File: src/rtl/msi_directory_controller_pkg.sv
// Shared MSI definitions: sizes, request/directory codes,
// FSM states and the per-transaction plan bundle.
package msi_pkg;

  localparam int N_PROC = 2;
  localparam int ADDR_W = 4;
  localparam int DATA_W = 4;
  localparam int N_BLK  = 1 << ADDR_W;
  localparam int PW     = (N_PROC > 1) ? $clog2(N_PROC) : 1;

  typedef enum logic [1:0] {
    SIG_NONE = 2'b00,
    SIG_RD   = 2'b01,
    SIG_WR   = 2'b10,
    SIG_INV  = 2'b11
  } sig_e;

  typedef enum logic [1:0] {
    DIR_U = 2'b00,
    DIR_S = 2'b01,
    DIR_E = 2'b10
  } dir_e;

  typedef enum logic [2:0] {
    ST_IDLE,
    ST_LOOKUP,
    ST_INVAL,
    ST_FETCH,
    ST_WB,
    ST_MEMRD,
    ST_REPLY
  } fsm_e;

  typedef enum logic [1:0] {
    RS_MEM,
    RS_OWN,
    RS_ZERO
  } rsrc_e;

  typedef struct packed {
    logic [N_PROC-1:0] inv;
    logic [N_PROC-1:0] own;
    logic              fetch;
    logic              fetchInv;
    logic              mem;
    rsrc_e             src;
    dir_e              st;
    logic [N_PROC-1:0] sh;
  } plan_t;

endpackage

File: src/rtl/msi_directory_controller_if.sv
// Cache/memory side bundle of the directory controller.
// slave = directory view, master = caches + memory view.
interface msi_dir_if;
  import msi_pkg::*;

  logic [2*N_PROC-1:0]      ReqSignal;
  logic [ADDR_W*N_PROC-1:0] ReqAddr;
  logic                     OwnerAck;
  logic [DATA_W-1:0]        OwnerData;
  logic [DATA_W-1:0]        MemRdData;
  logic [N_PROC-1:0]        Grant;
  logic [N_PROC-1:0]        Fetch;
  logic                     FetchInv;
  logic [ADDR_W-1:0]        FetchAddr;
  logic [N_PROC-1:0]        Inval;
  logic                     MemRead;
  logic                     MemWrite;
  logic [ADDR_W-1:0]        MemAddr;
  logic [DATA_W-1:0]        MemWrData;
  logic [N_PROC-1:0]        ReplyValid;
  logic [DATA_W-1:0]        ReplyData;
  logic                     Busy;

  modport slave (
    input  ReqSignal, ReqAddr, OwnerAck,
    input  OwnerData, MemRdData,
    output Grant, Fetch, FetchInv, FetchAddr,
    output Inval, MemRead, MemWrite, MemAddr,
    output MemWrData, ReplyValid, ReplyData,
    output Busy
  );

  modport master (
    output ReqSignal, ReqAddr, OwnerAck,
    output OwnerData, MemRdData,
    input  Grant, Fetch, FetchInv, FetchAddr,
    input  Inval, MemRead, MemWrite, MemAddr,
    input  MemWrData, ReplyValid, ReplyData,
    input  Busy
  );

endinterface

File: src/rtl/msi_rr_arbiter.sv
// Round-robin arbiter: one-hot grant of first requester at/after
// ptr; ptr moves past the winner when adv is set.
module msi_rr_arbiter #(
  parameter int N = 2
) (
  input  logic         clk,
  input  logic         rst_n,
  input  logic [N-1:0] req,
  input  logic         adv,
  output logic [N-1:0] gnt,
  output logic [((N>1)?$clog2(N):1)-1:0] win
);

  localparam int IW = (N > 1) ? $clog2(N) : 1;

  logic [IW-1:0] ptr;
  logic [IW-1:0] cand;
  logic          found;

  always_comb begin
    gnt   = '0;
    win   = '0;
    found = 1'b0;
    cand  = '0;
    for (int k = 0; k < N; k++) begin
      cand = IW'((int'(ptr) + k) % N);
      if (!found && req[cand]) begin
        found     = 1'b1;
        gnt[cand] = 1'b1;
        win       = cand;
      end
    end
  end

  always_ff @(posedge clk or negedge rst_n) begin
    if (!rst_n) begin
      ptr <= '0;
    end else if (adv && found) begin
      ptr <= (win == IW'(N-1)) ? '0 : win + 1'b1;
    end
  end

endmodule

File: src/rtl/msi_directory_controller.sv
// MSI home directory: RR-arbitrates L1 requests, sequences
// inval/fetch/writeback/memory read, replies, updates directory.
module msi_directory_controller
  import msi_pkg::*;
(
  input  logic      Clock,
  input  logic      Resetn,
  msi_dir_if.slave  bus
);

  fsm_e st, stNx;

  logic [N_PROC-1:0] reqVec;
  logic [N_PROC-1:0] gnt;
  logic [PW-1:0]     win;

  logic [1:0]        dirSt [N_BLK];
  logic [N_PROC-1:0] dirSh [N_BLK];

  logic [N_PROC-1:0] reqOh;
  sig_e              reqSig;
  logic [ADDR_W-1:0] addr;
  logic [DATA_W-1:0] ownData;
  plan_t             plan, pl;

  dir_e              curSt;
  logic [N_PROC-1:0] curSh;
  logic [N_PROC-1:0] others;
  logic              eOther;
  logic              isRd;
  logic              upg;

  always_comb begin
    for (int i = 0; i < N_PROC; i++) begin
      reqVec[i] = |bus.ReqSignal[2*i +: 2];
    end
  end

  msi_rr_arbiter #(.N(N_PROC)) uArb (
    .clk   (Clock),
    .rst_n (Resetn),
    .req   (reqVec),
    .adv   (st == ST_IDLE),
    .gnt   (gnt),
    .win   (win)
  );

  // In E the sharer vector holds the single owner.
  always_comb begin
    curSt  = dir_e'(dirSt[addr]);
    curSh  = dirSh[addr];
    others = curSh & ~reqOh;
    eOther = (curSt == DIR_E) && (|others);
    isRd   = (reqSig == SIG_RD);
    upg    = (reqSig == SIG_INV) && (curSt == DIR_S)
             && (|(curSh & reqOh));
    plan.inv      = '0;
    plan.own      = others;
    plan.fetch    = 1'b0;
    plan.fetchInv = 1'b0;
    plan.mem      = 1'b1;
    plan.src      = RS_MEM;
    plan.st       = curSt;
    plan.sh       = curSh;
    unique case (1'b1)
      isRd && eOther: begin
        plan.fetch = 1'b1;
        plan.mem   = 1'b0;
        plan.src   = RS_OWN;
        plan.st    = DIR_S;
        plan.sh    = curSh | reqOh;
      end
      isRd && (curSt == DIR_E) && !eOther: begin
        plan.st = curSt;
      end
      isRd && (curSt != DIR_E): begin
        plan.st = DIR_S;
        plan.sh = curSh | reqOh;
      end
      upg: begin
        plan.inv = others;
        plan.mem = 1'b0;
        plan.src = RS_ZERO;
        plan.st  = DIR_E;
        plan.sh  = reqOh;
      end
      default: begin
        // WriteMiss, or an Invalidate that lost its race
        plan.st = DIR_E;
        plan.sh = reqOh;
        if (curSt == DIR_S) plan.inv = others;
        if (eOther) begin
          plan.fetch    = 1'b1;
          plan.fetchInv = 1'b1;
          plan.mem      = 1'b0;
          plan.src      = RS_OWN;
        end
      end
    endcase
  end

  always_ff @(posedge Clock or negedge Resetn) begin
    if (!Resetn) begin
      st <= ST_IDLE;
    end else begin
      st <= stNx;
    end
  end

  always_ff @(posedge Clock or negedge Resetn) begin
    if (!Resetn) begin
      reqOh   <= '0;
      reqSig  <= SIG_NONE;
      addr    <= '0;
      ownData <= '0;
      pl      <= '0;
      for (int b = 0; b < N_BLK; b++) begin
        dirSt[b] <= DIR_U;
        dirSh[b] <= '0;
      end
    end else begin
      if (st == ST_IDLE && (|reqVec)) begin
        reqOh  <= gnt;
        reqSig <= sig_e'(bus.ReqSignal[2*win +: 2]);
        addr   <= bus.ReqAddr[ADDR_W*win +: ADDR_W];
      end
      if (st == ST_LOOKUP) pl <= plan;
      if (st == ST_FETCH && bus.OwnerAck) begin
        ownData <= bus.OwnerData;
      end
      if (st == ST_REPLY) begin
        dirSt[addr] <= pl.st;
        dirSh[addr] <= pl.sh;
      end
    end
  end

  always_comb begin
    stNx = st;
    unique case (st)
      ST_IDLE:   if (|reqVec) stNx = ST_LOOKUP;
      ST_LOOKUP: stNx = (|plan.inv) ? ST_INVAL :
                        plan.fetch  ? ST_FETCH :
                        plan.mem    ? ST_MEMRD : ST_REPLY;
      ST_INVAL:  stNx = pl.fetch ? ST_FETCH :
                        pl.mem   ? ST_MEMRD : ST_REPLY;
      ST_FETCH:  if (bus.OwnerAck) stNx = ST_WB;
      ST_WB:     stNx = pl.mem ? ST_MEMRD : ST_REPLY;
      ST_MEMRD:  stNx = ST_REPLY;
      ST_REPLY:  stNx = ST_IDLE;
      default:   stNx = ST_IDLE;
    endcase

    // Grant is combinational from the requests; keep it
    // quiet while reset is held.
    bus.Grant      = (st == ST_IDLE && Resetn) ? gnt : '0;
    bus.Fetch      = (st == ST_FETCH) ? pl.own : '0;
    bus.FetchInv   = (st == ST_FETCH) && pl.fetchInv;
    bus.FetchAddr  = addr;
    bus.Inval      = (st == ST_INVAL) ? pl.inv : '0;
    bus.MemRead    = (st == ST_MEMRD);
    bus.MemWrite   = (st == ST_WB);
    bus.MemAddr    = addr;
    bus.MemWrData  = (st == ST_WB) ? ownData : '0;
    bus.ReplyValid = (st == ST_REPLY) ? reqOh : '0;
    bus.ReplyData  = '0;
    if (st == ST_REPLY) begin
      if (pl.src == RS_MEM) bus.ReplyData = bus.MemRdData;
      if (pl.src == RS_OWN) bus.ReplyData = ownData;
    end
    bus.Busy       = (st != ST_IDLE);
  end

endmodule

File: src/flat_wrapper.sv
// flat-port wrapper written by rule: the top's interface ports become plain ports
module msi_directory_controller_flat import msi_pkg::*;
  (Clock, Resetn, bus_ReqSignal, bus_ReqAddr, bus_OwnerAck, bus_OwnerData, bus_MemRdData, bus_Grant, bus_Fetch, bus_FetchInv, bus_FetchAddr, bus_Inval, bus_MemRead, bus_MemWrite, bus_MemAddr, bus_MemWrData, bus_ReplyValid, bus_ReplyData, bus_Busy);
  msi_dir_if bus_i ();
  input  logic Clock;
  input  logic Resetn;
  input wire logic [$bits(bus_i.ReqSignal)-1:0] bus_ReqSignal;
  input wire logic [$bits(bus_i.ReqAddr)-1:0] bus_ReqAddr;
  input wire logic [$bits(bus_i.OwnerAck)-1:0] bus_OwnerAck;
  input wire logic [$bits(bus_i.OwnerData)-1:0] bus_OwnerData;
  input wire logic [$bits(bus_i.MemRdData)-1:0] bus_MemRdData;
  output wire logic [$bits(bus_i.Grant)-1:0] bus_Grant;
  output wire logic [$bits(bus_i.Fetch)-1:0] bus_Fetch;
  output wire logic [$bits(bus_i.FetchInv)-1:0] bus_FetchInv;
  output wire logic [$bits(bus_i.FetchAddr)-1:0] bus_FetchAddr;
  output wire logic [$bits(bus_i.Inval)-1:0] bus_Inval;
  output wire logic [$bits(bus_i.MemRead)-1:0] bus_MemRead;
  output wire logic [$bits(bus_i.MemWrite)-1:0] bus_MemWrite;
  output wire logic [$bits(bus_i.MemAddr)-1:0] bus_MemAddr;
  output wire logic [$bits(bus_i.MemWrData)-1:0] bus_MemWrData;
  output wire logic [$bits(bus_i.ReplyValid)-1:0] bus_ReplyValid;
  output wire logic [$bits(bus_i.ReplyData)-1:0] bus_ReplyData;
  output wire logic [$bits(bus_i.Busy)-1:0] bus_Busy;
  assign bus_i.ReqSignal = bus_ReqSignal;
  assign bus_i.ReqAddr = bus_ReqAddr;
  assign bus_i.OwnerAck = bus_OwnerAck;
  assign bus_i.OwnerData = bus_OwnerData;
  assign bus_i.MemRdData = bus_MemRdData;
  assign bus_Grant = bus_i.Grant;
  assign bus_Fetch = bus_i.Fetch;
  assign bus_FetchInv = bus_i.FetchInv;
  assign bus_FetchAddr = bus_i.FetchAddr;
  assign bus_Inval = bus_i.Inval;
  assign bus_MemRead = bus_i.MemRead;
  assign bus_MemWrite = bus_i.MemWrite;
  assign bus_MemAddr = bus_i.MemAddr;
  assign bus_MemWrData = bus_i.MemWrData;
  assign bus_ReplyValid = bus_i.ReplyValid;
  assign bus_ReplyData = bus_i.ReplyData;
  assign bus_Busy = bus_i.Busy;
  msi_directory_controller u_core (.Clock(Clock), .Resetn(Resetn), .bus(bus_i));
endmodule
File: config.mk
export PLATFORM = sky130hd
export DESIGN_NAME = msi_directory_controller_flat
export DESIGN_NICKNAME = d
export VERILOG_FILES = /design/src/rtl/msi_directory_controller_pkg.sv /design/src/rtl/msi_directory_controller_if.sv /design/src/rtl/msi_rr_arbiter.sv /design/src/rtl/msi_directory_controller.sv /design/src/flat_wrapper.sv
export SDC_FILE = /design/constraint.sdc
export NUM_CORES = 1
export LEC_CHECK = 0
export BUFFER_PORTS_ARGS = -buffer_cell sky130_fd_sc_hd__buf_2
export CAP_MARGIN = 20
export CORE_MARGIN = 4
export CORE_UTILIZATION = 51
export DETAILED_ROUTE_END_ITERATION = 6
export PLACE_DENSITY = 0.76
export SYNTH_ARGS = -nofsm -noshare
export SYNTH_HDL_FRONTEND = slang
export SYNTH_HIERARCHICAL = 1
export SYNTH_SLANG_ARGS = --single-unit
File: constraint.sdc
create_clock -name Clock -period 2.95 [get_ports Clock]
set_clock_uncertainty 0.1 [all_clocks]
set_input_delay 0 -clock Clock [delete_from_list [all_inputs] [get_ports Clock]]
set_output_delay 0 -clock Clock [all_outputs]
set_load 0.05 [all_outputs]
Word-level counts from Yosys, hierarchy flattened --
Cells that the tools add are included.
Cells by class: add/subtract/negate cells 2, $lt $le $gt $ge 6, equal/unequal tests 14, shift-type cells 2, muxes and demuxes 49, bitwise logic cells 6, reductions and logical operators 33
Operators with widths (number):
- $bwmux 32 | 2
- $mux 2 | 14
- $pmux 3 s6 | 1
- $bmux 2 s4 | 2
- $logic_and 1x1->1 | 16
- $mux 4 | 4
- $mux 3 | 5
- $reduce_or 2->1 | 7
- $mux 1 | 12
- $pmux 2 s2 | 3
- $eq 3x3->1 const B | 3
- $pmux 3 s3 | 1
- $demux 2 s4 | 1
- $reduce_or 4->1 | 2
- $shiftx 8x4->4 | 1
- $eq 2x1->1 const B | 3
- $eq 3x2->1 const B | 2
- $reduce_or 3->1 | 2
- $ge 5x5->1 const B | 1
- $lt 5x1->1 const B | 1
- $mux 5 | 1
- $not 4->5 | 1
- $and 2x2->2 | 2
- $eq 2x2->1 const B | 2
- 16 further kinds | 23
Storage, ports and cells: bits in registers 93, input port bits 23, output and inout bits 28, word-level logic and storage cells 158

Depth between registers and ports, before layout --
Gate-level depths: netlist of the first run.
depth after elaboration 15, mapped depth 9, depth with buffers taken out 6

By module --
Netlist of the first run, hierarchy kept.
By module, submodules not included:
- msi_directory_controller | instances 1, cells each 387, area an instance 4823.4 um^2, sequential area each 2302.2 um^2
- msi_rr_arbiter | instances 1, cells each 7, area an instance 62.6 um^2, sequential area each 25.0 um^2

Worst setup path after synthesis of the first run --
No wires, ideal clock.
path kind register to register, start register u_core.addr[0] (netlist: u_core/bus.FetchAddr[0]), end register u_core/pl[2] in the netlist's numbering, setup time 0.121 ns, data arrival time 2.320 ns, required time 2.729 ns, slack 0.409 ns, cell stages (with the launch flop) 9, buffers on the path 2, period minus slack after synthesis 2.541 ns, cell sequence dfrtp_1 -> buf_6 -> buf_12 -> mux4_1 -> nand4_1 -> o311ai_0 -> nor2_2 -> nand2b_1 -> a22o_1
Between the ends: word-level cells in the longest chain between the ends 10, elaborated cells on any way between the ends 19, those cells by class 2 x eq/ne; 7 x mux; 2 x bitwise; 8 x reduce/logical
Ends and longest elaborated chain:
- from (decl) | line msi_directory_controller.sv:22 | logic [ADDR_W-1:0] addr;
- from (signal assigned) | line msi_directory_controller.sv:125 | addr <= bus.ReqAddr[ADDR_W*win +: ADDR_W];
- $not 4->5 (implied by the code) (*) | line msi_directory_controller.sv:50, msi_directory_controller.sv:51
- $bmux 2 s4 | line msi_directory_controller.sv:51 | curSh = dirSh[addr];
- $mux 2 (implied by the code) (2 in a row) | line msi_directory_controller.sv:51
- $and 2x2->2 | line msi_directory_controller.sv:52 | others = curSh & ~reqOh;
- $reduce_or 2->1 | line msi_directory_controller.sv:53 | eOther = (curSt == DIR_E) && (|others);
- $logic_and 1x1->1 | line msi_directory_controller.sv:53
- $logic_and 1x1->1 or $logic_not 1->1 (tied branches) | line msi_directory_controller.sv:66, msi_directory_controller.sv:73
- $reduce_or 2->1 (no line) or $logic_and 1x1->1 (tied branches)
- $pmux 2 s2 (*) | line msi_directory_controller.sv:65 | unique case (1'b1)
- to (signal assigned) | line msi_directory_controller.sv:127 | if (st == ST_LOOKUP) pl <= plan;
- to (decl) | line msi_directory_controller.sv:24 | plan_t plan, pl;
Every way passes the cells marked *; elsewhere a longest branch is shown, timed or not. The select of a mux whose other input is x is not followed. A chain may end at the register's enable or synchronous reset.

Worst setup path in the final report of the first run --
start register u_core.addr[2] (netlist: u_core/bus.FetchAddr[2]), end register u_core/pl[2] in the netlist's numbering
The elaborated chain is that of the path after synthesis.

==> flow_metrics.tcl, run 1 <==
set metrics [dict create \
    cts.sinks 93 \
    clk_pin_slew_ns 0.10 \
    drc 0 \
    die_h_um 106 \
    nets 478 \
    cts_buffers 9 \
    drive_gt1_share_pct 33.9 \
    r2r_slack_ns 0.37 \
    start_util_pct 52.6 \
    setup_tns_ns 0 \
    syn_nets 417 \
    clkLatencyLatePin_ns 0.37 \
    synth_cells 394 \
    path_class "reg2reg" \
    coreArea_um2 9280 \
    setup_violations 0 \
    hp-class "in2reg" \
    grt_antenna_before_repair 0 \
    relSlewSlack_pct 42.2 \
    final_core_util_pct 60.5 \
    layout_min_cycle_time_ns 2.58 \
    clkPwrFrac_pct 15.1 \
    tritoncts "built" \
    yosysSeqAreaShare_pct 47.6 \
    final_max_slew_viol_count 0 \
    dieArea_um2 11200 \
    hold_violations 0 \
    die_x_um 106 \
    critPathMaxFanout 29 \
    routed_wl_mm 10.8 \
    avgSynthCellArea_um2 12.4 \
    vias 3371 \
    dr.pass1.iters 4 \
    ctsHtreeMaxLevel 3 \
    grt_pass1_vias 3508 \
    drt.antenna.violating_nets 0 \
    grt_usage_pct 20.4 \
    critPathRequiredTime_ns 3.11 \
    internal-power_mw 3.37 \
    area_delta_synth_final_pct 15.0 \
    power_frac_comb_pct 44.8 \
    dpl.cell_count 553 \
    ir_drop_v 0.000634 \
    grt_max_degree 55 \
    pre_cts_ws_ns 0.391 \
    placementRows 35 \
    p_sw_share_pct 41.7 \
    first_iter_violations 156 \
    final.setup.worst_slack_ns 0.369 \
    max_freq_mhz 388 \
    grt.overflow.total 0 \
    synth_area_um2 4890 \
    viasPerCell 5.72 \
    yosys.cell_types.count 49 \
    worst-r2r-cell-count 7 \
    synthFlopType "dfrtp_1" \
    p_leak_nw 2.67 \
    hold_slack_ns 0.0532 \
    synth-edff-count 0 \
    grt_pass1_wl_mm 17.8 \
    globalplace.congestion 0.833 \
    reg2reg_to "u_core/pl[2]" \
    dp_hpwl_mm 7.40 \
    p_seq_share_pct 40.2 \
    endpoint "u_core/pl[2]" \
    power_density_nw_per_um2 1030 \
    finalPower_mw 5.78 \
    critPathCaptureType "flop" \
    synth_seq_cells 93 \
    outcome "finished clean" \
    placed_cell_area_um2 5220 \
    ys_warn_count 6 \
    finalCritPeriodShare_pct 87.5 \
    holdBufCountCts 20 \
    cap_violations 0 \
    io_pins 51 \
    antennaDiodeCount 0 \
    worstMarginPinSlew_ns 0.867 \
    fin_cells 589 \
    cp.arrival_ns 2.74 \
    start_kind "flop" \
    cts_resized 0 \
    port_buffers 50 \
    regToRegStartpoint "u_core/bus.FetchAddr[2]" \
    post_cts_buffers 0 \
    power.switching_mw 2.41 \
    async_flop_share_pct 100 \
    avgRoutedWirePerCell_um 18.3 \
    clockBufferDepth 2 \
    clockRootBuffer "clkbuf_8" \
    rsz0062_at_grt "no" \
    fin_area_um2 5620 \
    crit_start "u_core/bus.FetchAddr[2]" \
]
per-layer routing:
metal,global-route usage [%],part of all wire [%],vias to the layer above
met5,0,0,-
met4,5.83,1.6,0
met3,5.08,4.8,17
met2,33.0,49,76
met1,27.4,44,1711
li1,-,-,1567
power by group through the flow:
stage                     Clock (mW)  Combinational (mW)  Sequential (mW)
after floorplan                    0                2.17             2.13
after global placement             0                2.48             2.31
after detailed placement           0                2.54             2.34
after CTS                      0.889                2.59             2.31
after global routing           0.948                2.79             2.41
final                          0.871                2.59             2.32
critical path, stage by stage (launching register included):
cell	delay (ns)
dfrtp_1	0.52
buf_12	0.23
mux4_1	0.57
mux2i_1	0.21
o21ai_0	0.24
nor2_2	0.25
nand2b_1	0.11
a22o_1	0.21
cell usage after synthesis (2+ instances only):
cell      count  share of area [%]
o21ai_0      10                1.0
a22oi_1       7                1.1
mux4_1       12                6.5
o22ai_1       2               0.26
o21ai_1       2               0.20
a21boi_1      2               0.31
a21oi_1      12                1.2
nor3b_1       3               0.46
a211oi_1      2               0.31
buf_1         3               0.23
and3_1        7               0.90
clkbuf_1     13                1.0
nand4_1       2               0.26
nand3_1       3               0.31
nor3_1        9               0.92
inv_1         5               0.38
o311ai_0      3               0.54
mux4_2        8                3.7
nand3b_1      3               0.46
buf_4         8                1.2
dfrtp_1      93                 48
and2_1       13                1.7
nand2_1      30                2.3
mux2i_1      15                3.1
nor2_1       22                1.7
nand2b_1      6               0.77
mux2_2       70                 16
nor2b_1       7               0.90
or2_2         2               0.26
layout by cell type (no fill, tap or decap), types with 2 or more instances in the layout:
cell / n
a21boi_1: 2
o21ai_0: 10
nand2_1: 30
mux2_2: 70
nand4_1: 2
mux2i_1: 15
or2_2: 2
buf_4: 5
mux4_1: 12
nand2b_1: 6
nor3b_1: 3
a22oi_1: 7
nand3_1: 3
nor2_1: 22
nor3_1: 9
a21oi_1: 12
dlygate4sd3_1: 20
clkbuf_8: 9
buf_12: 2
buf_2: 49
a211oi_1: 2
o22ai_1: 2
clkbuf_1: 2
inv_6: 2
o21ai_1: 2
o311ai_0: 3
nor2b_1: 7
dfrtp_1: 93
nand3b_1: 3
and3_1: 7
inv_1: 5
mux4_2: 8
and2_1: 13
registers in the layout (all words and copies together) (netlist names), named ones only:
name	flops
u_core/dirSt	32
u_core/dirSh	32
u_core/reqSig	2
u_core/reqOh	2
u_core/bus.FetchAddr	4
u_core/st	3
u_core/ownData	4
u_core/pl	13
logic make-up after synthesis:
kind of cell	count (synthesis)	synth area share, %
AOI/OAI and AO/OA	50	7.04
buffers and inverters	32	3.56
DFF	93	47.6
muxes	107	30.1
and+or+nand+nor	112	11.7
layout make-up:
type	count	area, um2
tap	129	161
clock inverter	5	67.6
sequential	93	2330
clock buffer	11	131
multi-input combinational	269	2380
fill	757	3670
inverter	6	22.5
timing repair buffer	76	523
how the worst min path moves through the flow:
stage,startpoint,to,depth (start not counted)
floorplan,Resetn,u_core/bus.FetchAddr[0],0
global placement,Resetn,u_core/bus.FetchAddr[2],1
detailed placement,Resetn,u_core/bus.FetchAddr[2],1
CTS,bus_ReqSignal[2],u_core/reqOh[0],5
global route,bus_ReqSignal[2],u_core/reqOh[0],5
finish,bus_ReqSignal[2],u_core/reqOh[0],5
No activity file was read; power rests on OpenSTA's default activity.
==> run 2, diff against run 1 <==
Settings changed: CELL_PAD_IN_SITES_DETAIL_PLACEMENT set to 2, CELL_PAD_IN_SITES_GLOBAL_PLACEMENT set to 2, CORE_UTILIZATION 51 to 40, PLACE_DENSITY 0.76 to 0.84.
==> flow_metrics.tcl, run 2 (synthesis gave the netlist of run 1 again) <==
set metrics [dict create \
    reg2reg_to "u_core/st[1]" \
    route.met2.wl_mm 8.68 \
    dpl.cell_count 577 \
    p_leak_nw 2.75 \
    vias 3696 \
    mostFrequentLayoutCell "dfrtp_1" \
    cp_slowest_cell "a21boi_1" \
    tritoncts "built" \
    final_max_slew_viol_count 0 \
    placementRows 40 \
    cpPeakStageDelay_ns 0.80 \
    start_kind "input port" \
    path_class "in2reg" \
    grt_usage_pct 25.2 \
    worst_path_most_repeated_cell "dlygate4sd3_1" \
    setup_violations 0 \
    ctsHtreeMaxLevel 3 \
    fin_cells 611 \
    rsz0062_at_grt "no" \
    die_h_um 119 \
    start_util_pct 40.8 \
    critPathRequiredTime_ns 3.08 \
    drt.antenna.violating_nets 0 \
    viasPerCell 6.05 \
    grt_pass1_vias 4326 \
    globalplace.congestion 0.825 \
    relSlewSlack_pct 34.0 \
    clk_pin_slew_ns 0.07 \
    cp.arrival_ns 2.93 \
    clockBufferDepth 2 \
    grt_antenna_before_repair 0 \
    ir_drop_v 0.000363 \
    nets 482 \
    fin_area_um2 5800 \
    post_cts_buffers 0 \
    met3WireLength_um 837 \
    layout_min_cycle_time_ns 2.80 \
    io_pins 51 \
    cap_violations 0 \
    outcome "finished clean" \
    dieArea_um2 14000 \
    drive_gt1_share_pct 34.9 \
    drc 0 \
    area_delta_synth_final_pct 18.6 \
    critPathCaptureType "flop" \
    die_x_um 119 \
    dp_hpwl_mm 9.89 \
    r2r_slack_ns 0.19 \
    routed_wl_mm 16.9 \
    hp-class "in2async" \
    worstMarginPinSlew_ns 0.987 \
    grt.overflow.total 0 \
    regToRegStartpoint "u_core/bus.FetchAddr[0]" \
    top_regs "u_core/dirSh (32), u_core/dirSt (32), u_core/pl (13)" \
    critPathTopFamily "buffers and inverters" \
    antennaDiodeCount 0 \
    hold_violations 0 \
    first_iter_violations 237 \
    setup_tns_ns 0 \
    highest_layer "met4" \
    clockRootBuffer "clkbuf_16" \
    grt_pass1_wl_mm 26.8 \
    grt_max_degree 35 \
    finalPower_mw 6.71 \
    avgRoutedWirePerCell_um 27.7 \
    cts_buffers 9 \
    critPathBufInv 3 \
    finalCritPeriodShare_pct 94.9 \
    coreArea_um2 12000 \
    worst-r2r-cell-count 7 \
    dr.pass1.iters 4 \
    placed_cell_area_um2 5270 \
    clkLatencyLatePin_ns 0.35 \
    max_freq_mhz 357 \
    cts.sinks 93 \
    final_cell_mix "dfrtp_1 (93), mux2_2 (70), buf_2 (49)" \
    critPathMaxFanout 6 \
    power_density_nw_per_um2 1160 \
    wl_met1_mm 6.63 \
    crit_chain "dlygate4sd3_1 > buf_2 > or2_2 > a21boi_1 > mux2i_1 > dlygate4sd3_1 > a21oi_1" \
    port_buffers 50 \
]
-- run 2: worst max path at each step --
stage / from / depth (start not counted) / slack, ns / endpoint
floorplan: u_core/bus.FetchAddr[0] / 8 / 0.41 / u_core/pl[2]
global placement: u_core/bus.FetchAddr[2] / 7 / 0.47 / u_core/st[1]
detailed placement: u_core/bus.FetchAddr[0] / 7 / 0.41 / u_core/st[1]
CTS: u_core/bus.FetchAddr[0] / 7 / 0.23 / u_core/st[0]
global route: u_core/bus.FetchAddr[0] / 7 / 0.05 / u_core/st[0]
finish: bus_ReqSignal[0] / 7 / 0.15 / u_core/reqSig[0]
-- run 2: where the power goes --
part	internal (mW)	switching (mW)
logic	1.21	1.70
registers	1.78	0.653
clock network	0.852	0.511
-- run 2: what timing repair did --
action | CTS | global route
hold buffers | 18 | 0
endpoints found under the setup margin | 0 | 3
resized for setup | 0 | 1
endpoints found under the hold margin | 104 | 0
-- run 2: metrics by stage --
step	utilization (%)	hold WS, ns	setup WS (ns)
finish	48.5	0.0397	0.150
CTS	48.5	0.0122	0.227
global route	48.5	0.0720	0.0533
global placement	44.1	-0.162	0.466
floorplan	-	-0.396	0.409
detailed placement	44.1	-0.151	0.410
-- run 2: cell type report --
type	instances	area [um2]
clock buffer	12	246
clock inverter	4	95.1
timing repair buffer	80	536
fill	1145	6160
inverter	6	22.5
multi-input combinational	269	2390
tap	147	184
sequential	93	2330
-- run 2: layer usage --
metal,vias to the layer above,global-route usage (%)
met3,47,4.02
li1,1568,-
met1,1966,30.5
met5,-,0
met4,0,13.7
met2,115,43.0
